File: config.mk
export PLATFORM = sky130hd
export DESIGN_NAME = iram_loader_flat
export DESIGN_NICKNAME = d
export VERILOG_FILES = /design/src/rtl/iram_loader_if.sv /design/src/rtl/iram_loader.sv /design/src/flat_wrapper.sv
export SDC_FILE = /design/constraint.sdc
export NUM_CORES = 1
export LEC_CHECK = 0
export BUFFER_PORTS_ARGS = -buffer_cell sky130_fd_sc_hd__buf_2
export CORE_ASPECT_RATIO = 0.9
export CORE_UTILIZATION = 38
export CTS_BUF_LIST = sky130_fd_sc_hd__clkbuf_4 sky130_fd_sc_hd__clkbuf_8
export DETAILED_ROUTE_END_ITERATION = 16
export SETUP_SLACK_MARGIN = 0.2
export SYNTH_ARGS = -nofsm -noshare
export SYNTH_HDL_FRONTEND = slang
export SYNTH_SLANG_ARGS = --single-unit
File: constraint.sdc
create_clock -name clk -period 5.8 [get_ports clk]
set_clock_uncertainty 0.15 [all_clocks]
set_input_delay 0.58 -clock clk [delete_from_list [all_inputs] [get_ports clk]]
set_output_delay 0.58 -clock clk [all_outputs]
set_load 0.02 [all_outputs]
File: src/rtl/iram_loader_if.sv
// Byte load-stream handshake between a source (master) and the IRAM loader (slave).
interface iram_loader_if;
    logic [7:0] in_data;
    logic       in_valid;
    logic       in_ready;

    modport master (output in_data, output in_valid, input in_ready);
    modport slave  (input in_data, input in_valid, output in_ready);
endinterface

File: src/rtl/iram_loader.sv
// Loads a little-endian byte stream (header, words, optional checksum) into microcode RAM.
// Define IRAM_LOADER_CKSUM_EN to add the trailing 32-bit checksum phase.
module iram_loader #(
    parameter int unsigned IRAM_SIZE = 21504
) (
    input  logic                clk,
    input  logic                reset_n,
    input  logic                start,
    iram_loader_if.slave        in_if,
    output logic [14:0]         ram_addr,
    output logic [31:0]         ram_data,
    output logic                ram_wren,
    output logic                ram_rden,
    output logic                busy,
    output logic                done,
    output logic                error
);

    typedef enum logic [2:0] {
        S_IDLE,
        S_HDR,
        S_DATA,
        S_WRITE,
        S_DONE,
        S_ERR
`ifdef IRAM_LOADER_CKSUM_EN
        , S_CKSUM
`endif
    } state_t;

    localparam logic [16:0] SIZE17 = 17'(IRAM_SIZE);

    state_t      state_q;
    state_t      state_d;
    state_t      end_state;
    logic [1:0]  byte_cnt_q;
    logic [23:0] shift_q;
    logic [14:0] base_q;
    logic [15:0] count_q;
    logic [15:0] index_q;
    logic [14:0] ram_addr_q;
    logic [31:0] ram_data_q;
    logic        error_q;
`ifdef IRAM_LOADER_CKSUM_EN
    logic [31:0] acc_q;
`endif

    logic        in_ready_c;
    logic        accept;
    logic        last_byte;
    logic [31:0] word;
    logic [16:0] span;
    logic        range_err;
    logic [15:0] index_inc;

    assign in_ready_c = (state_q == S_HDR) || (state_q == S_DATA)
`ifdef IRAM_LOADER_CKSUM_EN
                        || (state_q == S_CKSUM)
`endif
                        ;
    assign accept    = in_if.in_valid && in_ready_c;
    assign last_byte = accept && (byte_cnt_q == 2'd3);
    // Current byte completes the word; earlier bytes sit in shift_q, oldest in the low byte.
    assign word      = {in_if.in_data, shift_q};
    assign span      = {2'b00, word[14:0]} + {1'b0, word[31:16]};
    assign range_err = span > SIZE17;
    assign index_inc = index_q + 16'd1;

`ifdef IRAM_LOADER_CKSUM_EN
    assign end_state = S_CKSUM;
`else
    assign end_state = S_DONE;
`endif

    always_comb begin
        state_d = state_q;
        case (state_q)
            S_IDLE:  if (start) state_d = S_HDR;
            S_HDR: begin
                if (last_byte) begin
                    if (range_err)
                        state_d = S_ERR;
                    else if (word[31:16] == 16'd0)
                        state_d = end_state;
                    else
                        state_d = S_DATA;
                end
            end
            S_DATA:  if (last_byte) state_d = S_WRITE;
            S_WRITE: state_d = (index_inc == count_q) ? end_state : S_DATA;
`ifdef IRAM_LOADER_CKSUM_EN
            S_CKSUM: if (last_byte) state_d = (word == acc_q) ? S_DONE : S_ERR;
`endif
            S_DONE:  state_d = S_IDLE;
            S_ERR:   state_d = S_IDLE;
            default: state_d = S_IDLE;
        endcase
    end

    always_ff @(posedge clk or negedge reset_n) begin
        if (!reset_n) begin
            state_q    <= S_IDLE;
            byte_cnt_q <= '0;
            shift_q    <= '0;
            base_q     <= '0;
            count_q    <= '0;
            index_q    <= '0;
            ram_addr_q <= '0;
            ram_data_q <= '0;
            error_q    <= 1'b0;
`ifdef IRAM_LOADER_CKSUM_EN
            acc_q      <= '0;
`endif
        end else begin
            state_q <= state_d;
            if (state_q == S_IDLE && start) begin
                byte_cnt_q <= '0;
                shift_q    <= '0;
                base_q     <= '0;
                count_q    <= '0;
                index_q    <= '0;
                error_q    <= 1'b0;
`ifdef IRAM_LOADER_CKSUM_EN
                acc_q      <= '0;
`endif
            end
            if (accept) begin
                byte_cnt_q <= byte_cnt_q + 2'd1;
                shift_q    <= {in_if.in_data, shift_q[23:8]};
            end
            if (state_q == S_HDR && last_byte) begin
                base_q  <= word[14:0];
                count_q <= word[31:16];
            end
            // Address/data are captured one cycle ahead so the write strobe is a clean state decode.
            if (state_q == S_DATA && last_byte) begin
                ram_addr_q <= base_q + index_q[14:0];
                ram_data_q <= word;
            end
            if (state_q == S_WRITE) begin
                index_q <= index_inc;
`ifdef IRAM_LOADER_CKSUM_EN
                acc_q   <= acc_q + ram_data_q;
`endif
            end
            if (state_d == S_ERR)
                error_q <= 1'b1;
        end
    end

    assign in_if.in_ready = in_ready_c;
    assign ram_addr       = ram_addr_q;
    assign ram_data       = ram_data_q;
    assign ram_wren       = (state_q == S_WRITE);
    assign ram_rden       = 1'b0;
    assign busy           = in_ready_c || (state_q == S_WRITE);
    assign done           = (state_q == S_DONE);
    assign error          = error_q;

endmodule

File: src/flat_wrapper.sv
// flat-port wrapper written by rule: the top's interface ports become plain ports
module iram_loader_flat 
#(
    parameter int unsigned IRAM_SIZE = 21504
)
  (clk, reset_n, start, ram_addr, ram_data, ram_wren, ram_rden, busy, done, error, in_if_in_data, in_if_in_valid, in_if_in_ready);
  iram_loader_if in_if_i ();
  input  logic clk;
  input  logic reset_n;
  input  logic start;
  output logic [14:0] ram_addr;
  output logic [31:0] ram_data;
  output logic ram_wren;
  output logic ram_rden;
  output logic busy;
  output logic done;
  output logic error;
  input wire logic [$bits(in_if_i.in_data)-1:0] in_if_in_data;
  input wire logic [$bits(in_if_i.in_valid)-1:0] in_if_in_valid;
  output wire logic [$bits(in_if_i.in_ready)-1:0] in_if_in_ready;
  assign in_if_i.in_data = in_if_in_data;
  assign in_if_i.in_valid = in_if_in_valid;
  assign in_if_in_ready = in_if_i.in_ready;
  iram_loader #(.IRAM_SIZE(IRAM_SIZE)) u_core (.clk(clk), .reset_n(reset_n), .start(start), .in_if(in_if_i), .ram_addr(ram_addr), .ram_data(ram_data), .ram_wren(ram_wren), .ram_rden(ram_rden), .busy(busy), .done(done), .error(error));
endmodule
==> flow_metrics.env <==
export IMPL_slew_headroom_pct=27.4
export IMPL_synth_top_cell_area_share_pct=46.1
export IMPL_tightest_slew_ns=1.09
export IMPL_crit_type="reg -> reg"
export IMPL_worst_r2r_setup_slack_ns=2.48
export IMPL_clk_path_buf_depth=2
export IMPL_antenna_found_initial=0
export IMPL_fill_cells=1722
export IMPL_top_level_ports=65
export IMPL_n_antenna_cell=0
export IMPL_critPathMaxFanout=6
export IMPL_grt_overflow_total=0
export IMPL_status="completed"
export IMPL_setup_tns_ns=0
export IMPL_power_mw=3.79
export IMPL_met3_usage_pct=3.47
export IMPL_rsz0062_at_grt="false"
export IMPL_placed_area_mm2=0.00723
export IMPL_cap_violations=0
export IMPL_final_nets=876
export IMPL_vias=5597
export IMPL_clock_power_share_pct=20.0
export IMPL_switchingPower_mw=1.66
export IMPL_multi_input_area_mm2=0.00345
export IMPL_drtAntennaViolNets=0
export IMPL_hold_path_class="in -> async"
export IMPL_critPathLaunchType="flip-flop"
export IMPL_post_route_cell_area_mm2=0.00761
export IMPL_setup_viol=0
export IMPL_register_area_mm2=0.00310
export IMPL_grt_pass1_vias=5186
export IMPL_fmax_mhz=301
export IMPL_synth_area_leader_cell="dfrtp_1"
export IMPL_die_h_um=128
export IMPL_gr_usage_met2_pct=30.1
export IMPL_cts_root_buf="clkbuf_8"
export IMPL_p_leak_nw=3.81
export IMPL_synth_ff_type="dfrtp_1"
export IMPL_yosysMostFrequentCell="nand2_1"
export IMPL_hpwl_um=11900
export IMPL_cts_tree="done"
export IMPL_wl_um=17300
export IMPL_start_util_pct=39.3
export IMPL_grt_busiest_layer="met2"
export IMPL_avgSynthCellArea_um2=8.59
export IMPL_synth_common_cells="nand2_1 (254), dfrtp_1 (124), o21ai_0 (79)"
export IMPL_drt_initial_drc_count=506
export IMPL_final_hold_viol_count=0
export IMPL_final_min_clock_period_ns=3.32
export IMPL_vias_per_cell=5.19
export IMPL_whs_ns=0.141
export IMPL_required_ns=5.99
export IMPL_track_usage_pct=20.4
export IMPL_power_density_mw_per_mm2=498
export IMPL_vdd_drop_max_mv=0.294
export IMPL_place_congestion=0.927
export IMPL_design_core_area_mm2=0.0171
export IMPL_clock_sinks=124
export IMPL_fin_crit_sh_pct=57.2
export IMPL_seqPwrFrac_pct=37.8
export IMPL_cts_repair_resized=0
export IMPL_port_buffer_count=63
export IMPL_ys_seq_area_share_pct=46.1
export IMPL_arrival_ns=3.51
export IMPL_synth_area_leaders="dfrtp_1 (46%), nand2_1 (14%), o21ai_0 (5.9%), ha_1 (5.8%), xor2_1 (3.3%)"
export IMPL_slew_violations=0
export IMPL_syn_inst=783
export IMPL_grt_util_met1_pct=29.8
export IMPL_yosysWarnings=0
export IMPL_cp_end_kind="flip-flop"
export IMPL_syn2layout_area_growth_pct=13.2
export IMPL_p_comb_share_pct=42.2
export IMPL_synth_seq_cells=124
export IMPL_netlist_area_mm2=0.00673
export IMPL_switching_share_pct=43.7
export IMPL_dr_pass1_iters=5
export IMPL_yosys_cell_types_count=60
export IMPL_drc_errors=0
export IMPL_cts_max_level=4
export IMPL_p_int_mw=2.13
export IMPL_grt_max_degree=80
export IMPL_grt_pass1_wl_um=28200
export IMPL_synth_edf_count=0
export IMPL_cts_inserted_buffers=17
export IMPL_layout_drive_gt1_share_pct=13.5
export IMPL_cts_hold_buf=0
export IMPL_clk_latency_ns=0.45
export IMPL_ys_async_sr_fraction_pct=100
export IMPL_post_route_util_pct=44.5
export IMPL_row_count=45
export IMPL_synth_net_count=828
export IMPL_cts_setup_buffers=0
export IMPL_fp_dieW_um=142
export IMPL_cts_reportedPaths_clkPinSlew_ns=0.07
export IMPL_post_drt_wl_per_cell_um=16.0
export IMPL_die_area_mm2=0.0182
per-stage QoR:
step / setup slack [ns] / std cells
after floorplan: 2.80 / 783
after global placement: 2.58 / 1047
after detailed placement: 2.48 / 1047
after CTS: 2.50 / 1078
after global routing: 2.32 / 1078
final: 2.48 / 1078
routing by layer:
metal	wire length, µm	vias up	share of wire [%]
li1	-	2779	-
met1	8490	2641	49
met2	7680	154	44
met3	803	23	4.6
met4	322	0	1.9
met5	0	-	0
logic make-up after synthesis:
kind of cell	share of synthesized area (%)
AOI/OAI and AO/OA	13.8
xor gates and xnor gates	5.99
adders and majority gates	6.36
buffers and inverters	2.77
DFF	46.1
muxes	0.298
other	0.0558
and+or+nand+nor	24.6
sequential cells by signal, indices dropped and copies added (netlist names):
signal	cells
u_core.byte_cnt_q	2
u_core.index_q	16
u_core.state_q	3
u_core.error	1
u_core.shift_q	24
u_core.count_q	16
u_core.ram_addr	15
u_core.ram_data	32
u_core.base_q	15
layout by cell type (no fill, tap or decap), types with 7 or more instances in the layout:
| cell type | instances |
|---|---|
| nand2_1 | 254 |
| dfrtp_1 | 124 |
| o21ai_0 | 79 |
| buf_2 | 62 |
| nand3_1 | 35 |
| ha_1 | 31 |
| xor2_1 | 25 |
| a21oi_1 | 24 |
| nor2_1 | 23 |
| xnor2_1 | 21 |
| clkbuf_8 | 19 |
| inv_1 | 9 |
| and3_1 | 8 |
| nor2b_1 | 7 |
| a21o_1 | 7 |
| nor3_1 | 7 |
| nor4_1 | 7 |
final timing paths:
path | startpoint | endpoint | depth (start not counted)
setup reg to reg | u_core.shift_q[16] | u_core.error | 11
max in group asynchronous | reset_n | u_core.ram_data[17] | 2
setup / recovery | u_core.shift_q[16] | u_core.error | 11
hold / removal | reset_n | u_core.ram_addr[14] | 1
hold reg to reg | u_core.ram_data[18] | u_core.ram_data[18] | 2
min in group clk | in_if_in_data[1] | u_core.ram_data[25] | 3
power groups by stage:
| stage | sequential (mW) | clock (mW) | combinational (mW) |
|---|---|---|---|
| floorplan | 1.49 | 0 | 1.05 |
| global placement | 1.44 | 0 | 1.60 |
| detailed placement | 1.45 | 0 | 1.60 |
| CTS | 1.44 | 0.772 | 1.61 |
| global route | 1.48 | 0.807 | 1.80 |
| finish | 1.43 | 0.756 | 1.60 |
area by class of cell:
class | instances | area share [%]
Clock inverter | 8 | 1.22
Inverter | 9 | 0.444
Tap cell | 235 | 3.86
Timing Repair Buffer | 67 | 4.57
Sequential cell | 124 | 40.8
Multi-Input combinational cell | 612 | 45.3
Clock buffer | 23 | 3.83
critical path: stages (launching register included):
cell,delay (ns)
dfrtp_1,0.44
ha_1,0.25
fa_1,0.41
a21o_1,0.23
a221oi_1,0.31
o32ai_1,0.13
nor4_1,0.39
a31oi_1,0.14
o31ai_1,0.26
a211o_1,0.20
nand3b_2,0.10
a22o_1,0.21
Note: power is estimated with default switching activity, not from simulation.
